`config.mk`:
```
export PLATFORM = sky130hd
export DESIGN_NAME = cla_nibble_sequencer
export DESIGN_NICKNAME = d
export VERILOG_FILES = /design/src/rtl/cla_seq_pkg.sv /design/src/rtl/cla_nibble_sequencer_cla4.sv /design/src/rtl/cla_nibble_sequencer.sv
export SDC_FILE = /design/constraint.sdc
export NUM_CORES = 1
export LEC_CHECK = 0
export CORE_UTILIZATION = 25
export CTS_CLUSTER_SIZE = 16
export DETAILED_ROUTE_END_ITERATION = 16
export PLACE_DENSITY = 0.48
export SYNTH_ARGS = -nofsm -noshare
export SYNTH_HDL_FRONTEND = slang
export SYNTH_HIERARCHICAL = 1
export SYNTH_SLANG_ARGS = --single-unit
```
`constraint.sdc`:
```
create_clock -name clk -period 2.28 [get_ports clk]
set_input_delay 0.456 -clock clk [delete_from_list [all_inputs] [get_ports clk]]
set_output_delay 0.456 -clock clk [all_outputs]
set_load 0.02 [all_outputs]
```
`src/rtl/cla_seq_pkg.sv`:
```
// Shared types and helpers for the nibble-serial CLA adder sequencer.
package cla_seq_pkg;

  typedef enum logic {
    IDLE = 1'b0,
    RUN  = 1'b1
  } state_t;

  localparam int NIBBLE_W = 4;

  // Number of nibble steps needed to cover a given operand width.
  function automatic int nibbles(input int width);
    return width / NIBBLE_W;
  endfunction

endpackage

```
`src/rtl/cla_nibble_sequencer_cla4.sv`:
```
// 4-bit carry-lookahead adder slice shared by the nibble sequencer.
module CLA_4bit (
  input  logic [3:0] a,
  input  logic [3:0] b,
  input  logic       cin,
  output logic [3:0] sum,
  output logic       cout
);

  logic [3:0] g;
  logic [3:0] p;
  logic [4:0] c;

  assign g = a & b;
  assign p = a ^ b;

  assign c[0] = cin;
  assign c[1] = g[0] | (p[0] & c[0]);
  assign c[2] = g[1] | (p[1] & g[0]) | (p[1] & p[0] & c[0]);
  assign c[3] = g[2] | (p[2] & g[1]) | (p[2] & p[1] & g[0])
              | (p[2] & p[1] & p[0] & c[0]);
  assign c[4] = g[3] | (p[3] & g[2]) | (p[3] & p[2] & g[1])
              | (p[3] & p[2] & p[1] & g[0])
              | (p[3] & p[2] & p[1] & p[0] & c[0]);

  assign sum  = p ^ c[3:0];
  assign cout = c[4];

endmodule

```
`src/rtl/cla_nibble_sequencer.sv`:
```
// Wide adder built from one shared 4-bit CLA, one nibble per clock, LSB first.
//
// state | meaning
// ------+---------------------------------------------------------------
// IDLE  | waiting for start; sum/cout hold the last result
// RUN   | one nibble added per edge; last nibble returns to IDLE with done
module cla_nibble_sequencer
  import cla_seq_pkg::*;
#(
  parameter int WIDTH = 16
) (
  input  logic             clk,
  input  logic             rst,
  input  logic             start,
  input  logic [WIDTH-1:0] op_a,
  input  logic [WIDTH-1:0] op_b,
  input  logic             cin,
  output logic             busy,
  output logic             done,
  output logic [WIDTH-1:0] sum,
  output logic             cout
);

  localparam int NIB   = nibbles(WIDTH);
  localparam int IDX_W = (NIB > 1) ? $clog2(NIB) : 1;
  localparam logic [IDX_W-1:0] LAST_IDX = IDX_W'(NIB - 1);

  if ((WIDTH % NIBBLE_W) != 0 || WIDTH < 4 || WIDTH > 64) begin : g_bad_width
    $fatal(1, "cla_nibble_sequencer: WIDTH must be a multiple of 4 in 4..64");
  end

  state_t           state, state_n;
  logic [WIDTH-1:0] a_sr, a_sr_n;
  logic [WIDTH-1:0] b_sr, b_sr_n;
  logic             carry_r, carry_n;
  logic [IDX_W-1:0] idx, idx_n;
  logic             busy_n, done_n, cout_n;
  logic [WIDTH-1:0] sum_n;

  logic [NIBBLE_W-1:0] cla_sum;
  logic                cla_cout;

  CLA_4bit u_cla (
    .a    (a_sr[NIBBLE_W-1:0]),
    .b    (b_sr[NIBBLE_W-1:0]),
    .cin  (carry_r),
    .sum  (cla_sum),
    .cout (cla_cout)
  );

  // State and datapath registers; reset aborts any run in progress.
  always_ff @(posedge clk or posedge rst) begin
    if (rst) begin
      state   <= IDLE;
      a_sr    <= '0;
      b_sr    <= '0;
      carry_r <= 1'b0;
      idx     <= '0;
      busy    <= 1'b0;
      done    <= 1'b0;
      sum     <= '0;
      cout    <= 1'b0;
    end else begin
      state   <= state_n;
      a_sr    <= a_sr_n;
      b_sr    <= b_sr_n;
      carry_r <= carry_n;
      idx     <= idx_n;
      busy    <= busy_n;
      done    <= done_n;
      sum     <= sum_n;
      cout    <= cout_n;
    end
  end

  // Next-state logic: accept in IDLE, shift one nibble per edge in RUN.
  always_comb begin
    state_n = state;
    a_sr_n  = a_sr;
    b_sr_n  = b_sr;
    carry_n = carry_r;
    idx_n   = idx;
    busy_n  = busy;
    done_n  = 1'b0;
    sum_n   = sum;
    cout_n  = cout;
    case (state)
      IDLE: begin
        if (start) begin
          a_sr_n  = op_a;
          b_sr_n  = op_b;
          carry_n = cin;
          idx_n   = '0;
          busy_n  = 1'b1;
          sum_n   = '0;
          cout_n  = 1'b0;
          state_n = RUN;
        end
      end
      RUN: begin
        // Result nibbles enter at the top so the LSB nibble ends at bit 0.
        sum_n = sum >> NIBBLE_W;
        sum_n[WIDTH-1 -: NIBBLE_W] = cla_sum;
        a_sr_n  = a_sr >> NIBBLE_W;
        b_sr_n  = b_sr >> NIBBLE_W;
        carry_n = cla_cout;
        idx_n   = idx + IDX_W'(1);
        if (idx == LAST_IDX) begin
          cout_n  = cla_cout;
          done_n  = 1'b1;
          busy_n  = 1'b0;
          state_n = IDLE;
        end
      end
      default: state_n = IDLE;
    endcase
  end

endmodule

```
# Word level (Yosys, flattened, before mapping)
# Cells that the tools add are included.
# Widths: inputs -> output; s select.
# totals
regBits	55
input_bits	36
output_inout_bits	19
wordCells	65
# op_classes
addsub	1
n_eq_ne	3
muxes	21
n_bitwise	30
reduce_logical	1
# ops
cell	count
$pmux 16 s2	3
$mux 16	3
$and 1x1->1	16
$or 1x1->1	10
$mux 1	9
$pmux 1 s2	4
$xor 4x4->4	2
$and 4x4->4	1
$pmux 2 s2	1
$add 2x1->2 const B	1
$eq 2x2->1 const B	1
$mux 2	1
$ne 2x1->1 const B	1
$ne 2x2->1 const B	1
$reduce_and 2->1	1
$not 1->1	1

# Logic depth before layout (Yosys ltp)
# Gate-level depths: netlist of run 1.
# logic_depth
depth_word	8
mapped_depth	6
mapped_depth_nobuf	6

# Cells and area by module
# Netlist of run 1, hierarchy kept.
# by_module_without_submodules
mod	instances	cells_each	area_each_um2	seq_area_each_um2
cla_nibble_sequencer	1	216	2407.3	1376.3
CLA_4bit	1	17	147.6	0.0

# Least setup slack after synthesis of run 1
# No wires, ideal clock.
# synth_path
kind	register to register
from	reg a_sr[2]
to	reg cout
setup_ns	0.121
t_arrival_ns	1.649
t_required_ns	2.159
setup_slack_ns	0.510
stages_incl_launch_ff	7
path_buffers	0
period_less_slack_ns	1.770
cell_sequence	dfrtp_1 ha_1 a21o_1 a31o_1 a21o_1 mux2_2 a22o_1
# synth_between
elab_chain_len	8
elab_cells_between_ends	15
cone_classes	mux: 2; bitwise: 13
# synth_rtl
item	line_no	rtl
from (decl)	cla_nibble_sequencer.sv:33	logic [WIDTH-1:0] a_sr, a_sr_n;
from (signal assigned)	cla_nibble_sequencer.sv:65	a_sr <= a_sr_n;
$and 4x4->4 or $xor 4x4->4 (tied branches)	cla_nibble_sequencer_cla4.sv:14, cla_nibble_sequencer_cla4.sv:15	
$and 1x1->1, on equally long branches	cla_nibble_sequencer_cla4.sv:22, cla_nibble_sequencer_cla4.sv:23, cla_nibble_sequencer_cla4.sv:24	
$or 1x1->1, or another cell as far along (2 in series)	cla_nibble_sequencer_cla4.sv:22	assign c[4] = g[3] | (p[3] & g[2]) | (p[3] & p[2] & g[1])
$or 1x1->1 or $and 1x1->1 (tied branches)	cla_nibble_sequencer_cla4.sv:23, cla_nibble_sequencer_cla4.sv:24	
$or 1x1->1 (*)	cla_nibble_sequencer_cla4.sv:24	| (p[3] & p[2] & p[1] & p[0] & c[0]);
net cla_cout	cla_nibble_sequencer.sv:41	logic cla_cout;
$mux 1 (*)	cla_nibble_sequencer.sv:108	if (idx == LAST_IDX) begin
$pmux 1 s2 (*)	cla_nibble_sequencer.sv:87	case (state)
to (signal assigned)	cla_nibble_sequencer.sv:72	cout <= cout_n;
to (decl)	cla_nibble_sequencer.sv:21	output logic cout
# Mark *: on every way through the listed nets, which the timed path passes. The rest lies on a longest branch. The select of a mux whose other input is x is not followed.
# A chain may end at the register's enable or synchronous reset.

# Final worst setup path of run 1
# Same ends and word-level chain as after synthesis.

==> results.sh, run 1 <==
export IMPL_placementRows=36
export IMPL_grt_max_degree=39
export IMPL_crit_arrival_ns=2.06
export IMPL_reg2reg_from="a_sr[2]"
export IMPL_hold_path_class="reg2reg"
export IMPL_port_buffers=54
export IMPL_synth_edf_count=0
export IMPL_core_area_sq_mm=0.00982
export IMPL_min_from="b_sr[9]"
export IMPL_startpoint_type="register"
export IMPL_yosysUniqueCellTypes=24
export IMPL_grt_pass1_wl_um=8960
export IMPL_synthToLayoutAreaGrowth_pct=29.0
export IMPL_first_pass_iters=4
export IMPL_power_density_mw_per_mm2=1100
export IMPL_hold_viol_final=0
export IMPL_slew_violations=0
export IMPL_routed_wl_um=5450
export IMPL_fin_crit_sh_pct=81.2
export IMPL_crit_required_ns=2.49
export IMPL_cts_resized_gates=0
export IMPL_drt_iter0_markers=63
export IMPL_startpoint="a_sr[2]"
export IMPL_p_sw_mw=1.35
export IMPL_drc=0
export IMPL_yosysTopAreaCell="dfrtp_1"
export IMPL_min_period_ns=1.85
export IMPL_outcome="finished clean"
export IMPL_cpPeakStageDelay_ns=0.40
export IMPL_swShare_pct=37.4
export IMPL_drive_gt1_share_pct=7.67
export IMPL_syn_nets=276
export IMPL_crit_family="compound AO/OA/AOI/OAI gates"
export IMPL_hold_ws_ns=0.495
export IMPL_setup_tns_ns=0
export IMPL_numCtsBuffers=5
export IMPL_p_comb_share_pct=40.1
export IMPL_die_area_sq_mm=0.0106
export IMPL_cts_max_level=2
export IMPL_max_cap_violations=0
export IMPL_start_util_pct=26.0
export IMPL_fmax_mhz=540
export IMPL_p_seq_share_pct=44.7
export IMPL_cp_cell_sequence="ha_1, a21o_1, a31o_1, a21o_1, mux2_2, a22o_1"
export IMPL_cpMostUsedCell="a21o_1"
export IMPL_cts_sinks=55
export IMPL_crit_slowest_cell="dfrtp_1"
export IMPL_fill_cells=1027
export IMPL_cts_tree="done"
export IMPL_holdBufCountCts=0
export IMPL_synth_area_leaders="dfrtp_1 (54%), mux2i_1 (13%), o21ai_1 (7.2%)"
export IMPL_place_hpwl_um=3870
export IMPL_path_clk_slew_ns=0.10
export IMPL_grt_ovfl_total=0
export IMPL_clockBufferDepth=2
export IMPL_relSlewSlack_pct=65.2
export IMPL_clock_power_share_pct=15.2
export IMPL_rsz0062_at_grt="false"
export IMPL_antenna_found_initial=0
export IMPL_crit_buf_inv=0
export IMPL_cts_root_buffer="clkbuf_8"
export IMPL_postCtsSetupBuffers=0
export IMPL_critPathKind="reg2reg"
export IMPL_final_setup_skew_ns=0.00705
export IMPL_synth_top_area_share_pct=53.9
export IMPL_ios=55
export IMPL_syn_area_sq_mm=0.00255
export IMPL_path_max_fanout=3
export IMPL_yosysWarnings=6
export IMPL_seq_area_frac_synth_pct=53.9
export IMPL_vias=1767
export IMPL_fp_dieH_um=103
export IMPL_crit_path_end_kind="register"
export IMPL_clk_latency_ns=0.31
export IMPL_tightestPinTransition_ns=0.523
export IMPL_ys_flop_type="dfrtp_1"
export IMPL_grt_total_usage_pct=11.2
export IMPL_first_global_vias=1741
export IMPL_die_w_um=103
export IMPL_setup_viol=0
export IMPL_power_internal_mw=2.26
export IMPL_ant_nets=0
export IMPL_antenna_cells_inserted=0
export IMPL_p_leak_nw=1.51
export IMPL_fin_nets=329
export IMPL_vdd_drop_max_mv=0.333
export IMPL_syn_instance_count=233
export IMPL_gp_congestion=0.690
export IMPL_synth_avg_cell_area_sq_um=11.0
export IMPL_wl_per_cell_um=13.0
export IMPL_via_per_inst=4.21
export IMPL_synthArstFlopShare_pct=100
export IMPL_ys_seq_elements=55
[layout make-up]
cell class | count | area [sq um] | area share (%)
sequential | 55 | 1380 | 41.8
multi-input combinational | 155 | 1030 | 31.2
timing repair buffer | 62 | 608 | 18.5
tap | 133 | 166 | 5.05
clock buffer | 5 | 68.8 | 2.09
inverter | 7 | 26.3 | 0.797
clock inverter | 3 | 20.0 | 0.607
[flip-flops by register name, summed over array words and instances, names as in the netlist]
signal	flops
done	1
busy	1
cout	1
state	1
sum	16
a_sr	16
idx	2
carry_r	1
b_sr	16
[through the flow]
step	util, %	total power, mW	cell area, sq um	cells	worst slack, ns
final	33.6	3.61	3300	420	0.429
after global routing	33.6	3.91	3300	420	0.361
after CTS	33.6	3.67	3300	420	0.426
after detailed placement	32.7	3.11	3210	412	0.443
after global placement	32.7	3.07	3210	412	0.472
after floorplan	-	2.55	2550	233	0.481
[final timing paths]
kind	to	slack [ns]	cells past startpoint
worst max-delay path	cout	0.43	6
worst min-delay path	b_sr[5]	0.50	2
worst max register to register	cout	0.43	6
worst min register to register	b_sr[5]	0.50	2
max in group asynchronous	state	1.46	3
min in group asynchronous	a_sr[7]	0.52	3
[routing by layer]
metal  global-route usage, %  up-vias  wire length (um)
li1                        -      888                 -
met1                    15.5      842              2660
met2                    17.3       33              2480
met3                    3.19        4               258
met4                    2.60        0                57
met5                       0        -                 0
[logic make-up after synthesis]
group | Yosys count | synth area share (%)
AND/OR/NAND/NOR | 60 | 10.2
flip-flops | 55 | 53.9
AO/OA/AOI/OAI | 49 | 11.0
multiplexers | 36 | 14.3
buffers and inverters | 23 | 5.88
adder cells (fa/ha/maj) | 7 | 3.72
XOR/XNOR | 3 | 1.03
[power by group through the flow]
stage	sequential [mW]	combinational (mW)	clock (mW)
after floorplan	1.71	0.844	0
after global placement	1.63	1.45	0
after detailed placement	1.64	1.47	0
after CTS	1.62	1.48	0.572
after global routing	1.67	1.63	0.614
final	1.61	1.45	0.549
[layout by cell type (no fill, tap or decap), types with 2 or more instances in the layout]
cell type        netlist  routed
a21o_1                 3       3
a22o_1                 6       6
buf_4                  0       7
clkbuf_8               0       5
clkdlybuf4s50_1        0      53
clkinvlp_4             0       2
dfrtp_1               55      54
ha_1                   6       6
inv_1                  7       6
mux2i_1               34      34
nand2_1               37      37
nand2b_1              12      12
nor2_1                 9       9
o21ai_1               37      37
xnor2_1                2       2
[synthesized netlist by cell type (all sizes together) (2+ instances only)]
master,n
dfrtp,55
nand2,37
o21ai,37
mux2i,34
buf,16
nand2b,12
nor2,10
inv,7
a22o,6
ha,6
a21o,3
mux2,2
xnor2,2
[worst min-delay path, stage by stage (launching register included)]
cell and delay [ns]:
dfrtp_1 0.35, nand2_1 0.05, o21ai_1 0.06
Power figures use the tool's default switching activity.
==> run 2, diff against run 1 <==
--- a/config.mk
+++ b/config.mk
@@ -8,7 +8,7 @@
 export CORE_UTILIZATION = 25
 export CTS_CLUSTER_SIZE = 16
 export DETAILED_ROUTE_END_ITERATION = 16
-export PLACE_DENSITY = 0.48
+export PLACE_DENSITY = 0.5
 export SYNTH_ARGS = -nofsm -noshare
 export SYNTH_HDL_FRONTEND = slang
 export SYNTH_HIERARCHICAL = 1
==> constraint.sdc (replaced) <==
create_clock -name clk -period 1.6 [get_ports clk]
set_input_delay 0.32 -clock clk [delete_from_list [all_inputs] [get_ports clk]]
set_output_delay 0.32 -clock clk [all_outputs]
set_load 0.02 [all_outputs]
==> results.sh, run 2 (synthesized netlist as in run 1, its figures left out) <==
export IMPL_cts_tree="done"
export IMPL_drt_iter0_markers=61
export IMPL_cts_sinks=55
export IMPL_wl_per_cell_um=12.2
export IMPL_via_per_inst=4.12
export IMPL_final_cell_count_no_fill=429
export IMPL_antenna_cells_inserted=0
export IMPL_violations="negative setup slack"
export IMPL_ios=55
export IMPL_cpMostUsedCell="a21o_1"
export IMPL_fin_crit_sh_pct=109
export IMPL_cts_max_level=2
export IMPL_fin_nets=338
export IMPL_critPathKind="reg2reg"
export IMPL_clockBufferDepth=2
export IMPL_cp_cell_sequence="ha_4, a21o_1, a31o_1, a21o_1, mux2_4, a22o_1"
export IMPL_drive_gt1_share_pct=11.1
export IMPL_die_area_sq_mm=0.0106
export IMPL_path_clk_slew_ns=0.10
export IMPL_holdBufCountCts=0
export IMPL_vias=1768
export IMPL_first_pass_iters=4
export IMPL_startpoint_type="register"
export IMPL_mostFrequentLayoutCell="dfrtp_1"
export IMPL_power_density_mw_per_mm2=1520
export IMPL_slew_violations=0
export IMPL_dp_cells=419
export IMPL_rsz0062_at_grt="true"
export IMPL_first_global_vias=1779
export IMPL_outcome="finished, violations left"
export IMPL_reg_largest_list="a_sr: 16 flops, b_sr: 16 flops, sum: 16 flops"
export IMPL_layout_common_cells="dfrtp_1 (54), nand2_1 (37), o21ai_1 (37)"
export IMPL_grt_max_degree=51
export IMPL_core_area_sq_mm=0.00982
export IMPL_gp_congestion=0.689
export IMPL_fill_cells=1050
export IMPL_routed_wl_um=5220
export IMPL_cts_root_buffer="clkbuf_8"
export IMPL_start_util_pct=26.0
export IMPL_power_total_mw=5.19
export IMPL_final_setup_skew_ns=0.0121
export IMPL_drc=0
export IMPL_tightestPinTransition_ns=0.372
export IMPL_setup_viol=1
export IMPL_hold_path_class="in2async"
export IMPL_postPlaceCellArea_sq_mm=0.00333
export IMPL_fmax_mhz=575
export IMPL_numCtsBuffers=5
export IMPL_crit_arrival_ns=1.94
export IMPL_final_cell_area_sq_mm=0.00342
export IMPL_grt_total_usage_pct=10.7
export IMPL_place_hpwl_um=3680
export IMPL_p_leak_nw=1.65
export IMPL_synthToLayoutAreaGrowth_pct=33.9
export IMPL_fp_dieH_um=103
export IMPL_antenna_found_initial=0
export IMPL_grt_pass1_wl_um=8740
export IMPL_hold_viol_final=0
export IMPL_worst_slack_ns=-0.140
export IMPL_final_core_utilization_pct=34.8
export IMPL_vdd_drop_max_mv=0.585
export IMPL_cpPeakStageDelay_ns=0.42
export IMPL_min_period_ns=1.74
export IMPL_relSlewSlack_pct=75.1
export IMPL_path_max_fanout=3
export IMPL_die_w_um=103
export IMPL_clk_latency_ns=0.31
export IMPL_ant_nets=0
export IMPL_max_cap_violations=0
export IMPL_port_buffers=54
export IMPL_crit_path_end_kind="register"
export IMPL_placementRows=36
export IMPL_crit_required_ns=1.80
export IMPL_crit_slowest_cell="dfrtp_1"
export IMPL_grt_ovfl_total=0
## run 2: final cells by class
class	count	area [sq um]	area share, %
Timing Repair Buffer	71	706	20.6
Sequential cell	55	1380	40.3
Clock inverter	3	25.0	0.731
Inverter	7	30.0	0.878
Clock buffer	5	68.8	2.01
Tap cell	133	166	4.86
Multi-Input combinational cell	155	1050	30.6
## run 2: worst paths after layout
kind                         start       end  slack, ns  depth (start not counted)
min reg2reg                b_sr[9]   b_sr[5]       0.49                          2
min                            rst  a_sr[11]       0.31                          2
max reg2reg                a_sr[2]      cout      -0.14                          6
max                        a_sr[2]      cout      -0.14                          6
max in group asynchronous      rst     state       0.86                          3
min in group clk             start   b_sr[3]       0.45                          3
## run 2: power breakdown
part	internal (mW)	switching, mW	total [mW]
Combinational	1.05	1.10	2.15
Sequential	1.90	0.343	2.24
Clock	0.314	0.482	0.797
## run 2: worst max-delay path: cells and delay by family, from the launching register on
kind / cells / cell delay [ns]
muxes: 1 / 0.25
DFF: 1 / 0.42
AOI/OAI and AO/OA: 4 / 0.70
adders and majority gates: 1 / 0.26
## run 2: layer usage
metal | share of wire [%] | GRT usage (%) | vias to the layer above
met3 | 4.1 | 2.58 | 2
li1 | - | - | 907
met1 | 48 | 14.1 | 830
met5 | 0 | 0 | -
met2 | 47 | 17.7 | 29
met4 | 0.82 | 2.93 | 0
## run 2: through the flow
step | TNS [ns] | setup WS, ns | hold slack [ns]
detailed placement | -0.153 | -0.153 | 0.471
floorplan | -0.123 | -0.123 | 0.394
finish | -0.140 | -0.140 | 0.310
CTS | -0.145 | -0.145 | 0.310
global route | -0.216 | -0.216 | 0.317
global placement | -0.145 | -0.145 | 0.464
## run 2: timing repair
| action | in CTS | in global routing |
|---|---|---|
| endpoints found under the setup margin | 19 | 3 |
| pin swaps | 1 | 0 |
| resized for setup | 19 | 2 |
| endpoints found under the hold margin | 0 | 0 |
| setup buffers | 2 | 0 |
==> run 3, diff against run 2 <==
--- a/config.mk
+++ b/config.mk
@@ -5,6 +5,7 @@
 export SDC_FILE = /design/constraint.sdc
 export NUM_CORES = 1
 export LEC_CHECK = 0
+export CORE_MARGIN = 8
 export CORE_UTILIZATION = 25
 export CTS_CLUSTER_SIZE = 16
 export DETAILED_ROUTE_END_ITERATION = 16
==> results.sh, run 3 (synthesized netlist as in run 1, its figures left out) <==
export IMPL_outcome="finished, violations left"
export IMPL_violations="negative setup slack"
export IMPL_grt_total_usage_pct=8.82
export IMPL_fin_crit_sh_pct=110
export IMPL_cts_root_buffer="clkbuf_8"
export IMPL_rsz0062_at_grt="true"
export IMPL_final_setup_skew_ns=0.0134
export IMPL_core_area_sq_mm=0.0101
export IMPL_path_max_fanout=2
export IMPL_cts_sinks=55
export IMPL_first_global_vias=1944
export IMPL_fmax_mhz=568
export IMPL_drc=0
export IMPL_vdd_drop_max_mv=0.486
export IMPL_relSlewSlack_pct=72.3
export IMPL_ant_nets=0
export IMPL_drive_gt1_share_pct=11.1
export IMPL_reg_largest_list="a_sr: 16 flops, b_sr: 16 flops, sum: 16 flops"
export IMPL_antenna_found_initial=0
export IMPL_fin_nets=338
export IMPL_port_buffers=54
export IMPL_p_leak_nw=1.65
export IMPL_start_util_pct=25.2
export IMPL_numCtsBuffers=5
export IMPL_tightestPinTransition_ns=0.416
export IMPL_clk_latency_ns=0.31
export IMPL_dpl_worst_slack_ns=-0.183
export IMPL_die_w_um=117
export IMPL_max_cap_violations=0
export IMPL_crit_path_end_kind="register"
export IMPL_critPathKind="reg2reg"
export IMPL_grt_pass1_wl_um=9490
export IMPL_wl_per_cell_um=13.2
export IMPL_path_clk_slew_ns=0.10
export IMPL_crit_arrival_ns=1.96
export IMPL_min_period_ns=1.76
export IMPL_routed_wl_um=5690
export IMPL_placementRows=37
export IMPL_worst_slack_ns=-0.162
export IMPL_layout_common_cells="dfrtp_1 (54), nand2_1 (37), o21ai_1 (37)"
export IMPL_antenna_cells_inserted=0
export IMPL_clockBufferDepth=2
export IMPL_fp_dieH_um=117
export IMPL_cts_max_level=2
export IMPL_crit_required_ns=1.80
export IMPL_synthToLayoutAreaGrowth_pct=33.3
export IMPL_die_area_sq_mm=0.0137
export IMPL_mostFrequentLayoutCell="dfrtp_1"
export IMPL_cts_tree="done"
export IMPL_power_density_mw_per_mm2=1550
export IMPL_grt_ovfl_total=0
export IMPL_gp_congestion=0.655
export IMPL_drt_iter0_markers=34
export IMPL_place_hpwl_um=3960
export IMPL_hold_path_class="in2async"
export IMPL_first_pass_iters=4
export IMPL_startpoint_type="register"
export IMPL_setup_tns_ns=-0.162
export IMPL_power_total_mw=5.26
export IMPL_ios=55
export IMPL_hold_viol_final=0
export IMPL_via_per_inst=4.17
export IMPL_setup_viol=1
export IMPL_grt_max_degree=56
export IMPL_vias=1800
export IMPL_slew_violations=0
==> run 3: final cells by class <==
type	count	area (sq um)
Fill cell	1031	6730
Multi-Input combinational cell	155	1050
Sequential cell	55	1380
Tap cell	136	170
Timing Repair Buffer	71	681
Inverter	7	30.0
Clock inverter	2	16.3
Clock buffer	6	82.6
==> run 3: final timing paths <==
check                           startpoint  endpoint  slack [ns]  cells past startpoint
worst max-delay path               b_sr[0]      cout       -0.16                      6
worst min-delay path                   rst      busy        0.43                      3
worst max register to register     b_sr[0]      cout       -0.16                      6
worst min register to register    b_sr[13]   b_sr[9]        0.49                      2
max in group asynchronous              rst     state        0.91                      3
min in group clk                     start   b_sr[5]        0.46                      3
==> run 3: through the flow <==
stage	hold slack (ns)	instances	util, %	area [sq um]
floorplan	0.394	233	-	2570
detailed placement	0.471	421	32.5	3300
CTS	0.429	431	33.5	3390
global placement	0.471	421	32.5	3300
finish	0.427	432	33.6	3410
global route	0.457	432	33.6	3410
==> run 3: per-layer routing <==
| layer | vias to the layer above | routed length (um) | GRT usage, % |
|---|---|---|---|
| met5 | - | 0 | 0 |
| met2 | 37 | 2630 | 14.1 |
| li1 | 908 | - | - |
| met3 | 4 | 274 | 2.26 |
| met1 | 851 | 2740 | 11.5 |
| met4 | 0 | 46 | 2.56 |
==> run 3: worst max-delay path, cell delays in order, from the launching register on <==
cell and delay, ns:
dfrtp_1 0.40, ha_1 0.29, a21o_1 0.17, a31o_1 0.18, a21o_1 0.17, mux2_4 0.25
a22o_1 0.18
==> run 3: power breakdown <==
group / switching (mW) / internal, mW / total (mW)
Sequential: 0.331 / 1.90 / 2.23
Clock: 0.481 / 0.355 / 0.836
Combinational: 1.14 / 1.06 / 2.20
==> run 3: what timing repair did <==
action,in CTS,in global routing
gates resized for setup,19,2
setup buffers,2,1
pin swaps,2,1
setup endpoints to repair,19,3
hold buffers,0,0
